**config.mk**
```make
export PLATFORM = sky130hd
export DESIGN_NAME = mux2
export DESIGN_NICKNAME = d
export VERILOG_FILES = /design/src/rtl/mux2_pkg.sv /design/src/rtl/mux2.sv
export SDC_FILE = /design/constraint.sdc
export NUM_CORES = 1
export LEC_CHECK = 0
export CORE_MARGIN = 1.5
export CORE_UTILIZATION = 19
export DETAILED_ROUTE_END_ITERATION = 10
export PLACE_DENSITY = 0.77
export SYNTH_ARGS = -nofsm -noshare
export SYNTH_HDL_FRONTEND = slang
export SYNTH_SLANG_ARGS = --single-unit
```
**constraint.sdc**
```tcl
create_clock -name vclk -period 1.03
set_clock_uncertainty 0.15 [all_clocks]
set_input_delay 0.206 -clock vclk [all_inputs]
set_output_delay 0.206 -clock vclk [all_outputs]
set_load 0.005 [all_outputs]
```
**src/rtl/mux2_pkg.sv**
```systemverilog
// mux2_pkg
// Project-wide parameters shared by the decode datapath blocks.
// Holds the default datapath word width that parameterised blocks
// such as mux2 use unless a caller overrides it.
package mux2_pkg;

  // Default datapath word width in bits.
  localparam int DEFAULT_WIDTH = 32;

endpackage : mux2_pkg

```
**src/rtl/mux2.sv**
```systemverilog
// mux2
// Parameterised 2:1 word multiplexer for the decode datapath.
// The output c carries operand b when cond is high, otherwise operand a.
// The select applies bit-for-bit over the whole word, with no extension.
//
// Parameters
//   WIDTH        data width of a, b and c (>= 1), defaults to DEFAULT_WIDTH
//   REGISTER_OUT 0 = combinational output, 1 = registered output with
//                one cycle of latency
//
// Ports
//   clk    in   1      rising-edge clock, used only when REGISTER_OUT = 1
//   reset  in   1      synchronous active-high reset, used only when
//                      REGISTER_OUT = 1; clears c at the next edge
//   a      in   WIDTH  operand selected when cond = 0
//   b      in   WIDTH  operand selected when cond = 1
//   cond   in   1      select control (a wider source connects only its LSB)
//   c      out  WIDTH  selected operand
module mux2
  import mux2_pkg::*;
#(
  parameter int WIDTH        = DEFAULT_WIDTH,
  parameter bit REGISTER_OUT = 1'b0
) (
  input  logic             clk,
  input  logic             reset,
  input  logic [WIDTH-1:0] a,
  input  logic [WIDTH-1:0] b,
  input  logic             cond,
  output logic [WIDTH-1:0] c
);

  generate
    if (REGISTER_OUT) begin : gen_reg
      // Pipelined variant: the selection is captured at each rising edge.
      // Reset only takes effect at an edge and drops whatever was in flight.
      always_ff @(posedge clk) begin
        if (reset) begin
          c <= '0;
        end else begin
          c <= cond ? b : a;
        end
      end
    end else begin : gen_comb
      // Purely combinational variant. The ?: form keeps the simulation
      // behaviour for an unknown cond: only bits where a and b agree
      // come out known.
      assign c = cond ? b : a;

      // Clock and reset have no function in this variant; they are
      // folded into a deliberately unused net so the ports stay uniform.
      logic unusedClkReset;
      assign unusedClkReset = clk ^ reset;
    end
  endgenerate

endmodule : mux2

```
==> results.py <==
metrics = {
    "floorplan": {
        "dieArea_um2": 3190,
        "initial_core_util_pct": 19.9,
        "fp.dieW_um": 56.5,
        "ioPinCount": 99,
        "core_area_um2": 2730,
        "rows": 19,
        "die_h_um": 56.5,
    },
    "synthesis": {
        "synth.area.top_cells": "mux2_4 (83%), buf_12 (11%), mux2_2 (4.1%), buf_6 (2.1%)",
        "yosys_warnings": 0,
        "syn-mean-instance-area_um2": 15.1,
        "ys_types": 4,
        "yosys-top-cells-count": "mux2_4 (30), buf_12 (3), mux2_2 (2)",
        "synth_nets": 103,
        "synth_top_area_share_pct": 82.8,
        "syn_inst": 36,
        "synthMostInstantiatedCell": "mux2_4",
        "yosysTopAreaCell": "mux2_4",
        "ys_seq_area_share_pct": 0,
        "syn_area_um2": 544,
    },
    "hold_path": {
        "hold_end": "c[13]",
        "hp-start": "a[13]",
        "hp-class": "in -> out",
        "holdPathStages": 3,
    },
    "critical_path": {
        "cp-end-kind": "output port",
        "path_class": "in -> out",
        "required_ns": 0.67,
        "crit_path_max_fanout": 6,
        "cp-start-kind": "input pin",
        "arrival_ns": 0.90,
    },
    "grt": {
        "grt_pass1_vias": 757,
        "grt_pass1_wl_um": 3440,
        "grt_overflow": 0,
        "grt_util_all_layers_pct": 13.1,
        "antenna_found_initial": 0,
        "grt_max_degree": 7,
    },
    "sta": {
        "hold_slack_ns": 0.667,
        "slew_viol_final": 0,
        "max_freq_mhz": 793,
        "layout_min_cycle_time_ns": 1.26,
        "rsz0062_at_grt": "true",
        "hold_viol": 0,
        "max_slew_margin_pct": 95.5,
        "tightest_slew_ns": 0.0670,
        "tns_ns": -7.04,
        "setup_viol_count_final": 32,
        "worst_slack_ns": -0.231,
        "fin_crit_sh_pct": 122,
    },
    "route": {
        "wirelength_um": 2160,
        "viasPerCell": 4.25,
        "num_vias": 706,
        "first_iter_violations": 6,
        "route.detailed.drc": 0,
        "antenna_left": 0,
        "drt-pass1-iter-count": 3,
        "post_drt_wl_per_cell_um": 13.0,
    },
    "place": {
        "io_buffers": 97,
        "hpwl_um": 1760,
        "place.gp.congestion": 0.643,
    },
    "finish": {
        "flops_and_latches": 0,
        "clock_buffers": 0,
        "n_antenna_cell": 0,
        "fill_cells": 261,
        "area_delta_synth_final_pct": 197,
        "fin_util_pct": 59.2,
        "drive_above_1_share_pct": 52.6,
        "final_nets": 204,
        "multiInputGateArea_um2": 480,
        "register_area_um2": 0,
    },
    "pwr": {
        "p_leak_nw": 0.875,
        "peakVddDrop_mv": 0.254,
        "powerDensity_nw_per_um2": 422,
    },
    "clock_network": {
        "cts_hold_buf": 0,
        "cts_setup_buffers": 0,
    },
    "status": {
        "violations": "negative setup slack",
        "outcome": "finished with violations",
    },
    "flow_run": {
        "drv_cap": 0,
    },
}
-- cell families (layout without fill, tap and decap cells) --
group	Yosys count	in the layout	share of synthesized area, %
mux	32	32	86.9
buf+inv	4	103	13.1
-- area by class of cell --
| type | instances | share of cell area [%] |
|---|---|---|
| multi-input combinational | 32 | 29.7 |
| tap | 31 | 2.40 |
| timing repair buffer | 103 | 67.9 |
-- layout by cell type, fill, tap and decap left out --
master / netlist / final
dlygate4sd2_1: 0 / 64
buf_6: 1 / 32
buf_16: 0 / 5
buf_12: 3 / 2
mux2_4: 30 / 32
-- what timing repair did --
action                                  CTS  global route
gates resized for setup                 236             1
hold endpoints to repair                  0             0
cloned                                    4             0
endpoints found under the setup margin   32            32
-- critical path: stages --
cell,delay (ns)
buf_16,0.13
buf_12,0.14
mux2_4,0.30
buf_6,0.12
-- metrics by stage --
step | power [mW] | worst slack [ns] | std cells | area, µm²
5_1_grt | 0.722 | -0.247 | 166 | 1620
3_3_place_gp | 0.654 | -0.648 | 162 | 1510
4_1_cts | 0.690 | -0.239 | 166 | 1610
3_5_place_dp | 0.668 | -0.667 | 162 | 1510
2_1_floorplan | 0.243 | -0.0789 | 36 | 553
6_report | 0.683 | -0.231 | 166 | 1620
-- how the worst max path moves through the flow --
stage	from	endpoint	depth (start not counted)
floorplan	cond	c[0]	3
global placement	a[10]	c[10]	3
detailed placement	cond	c[31]	4
CTS	cond	c[31]	4
global route	cond	c[31]	4
finish	cond	c[25]	4
-- power by group --
group | total [mW] | internal [mW] | switching, mW
Sequential | 0 | 0 | 0
Combinational | 0.683 | 0.506 | 0.176
Clock | 0 | 0 | 0
-- layer usage --
layer / track usage (%) / share of wire, % / vias to the layer above
li1: - / - / 338
met2: 27.2 / 58 / 51
met5: 0 / 0 / -
met3: 2.53 / 11 / 0
met1: 14.1 / 31 / 317
met4: 0 / 0 / 0
Power figures use the tool's default switching activity.
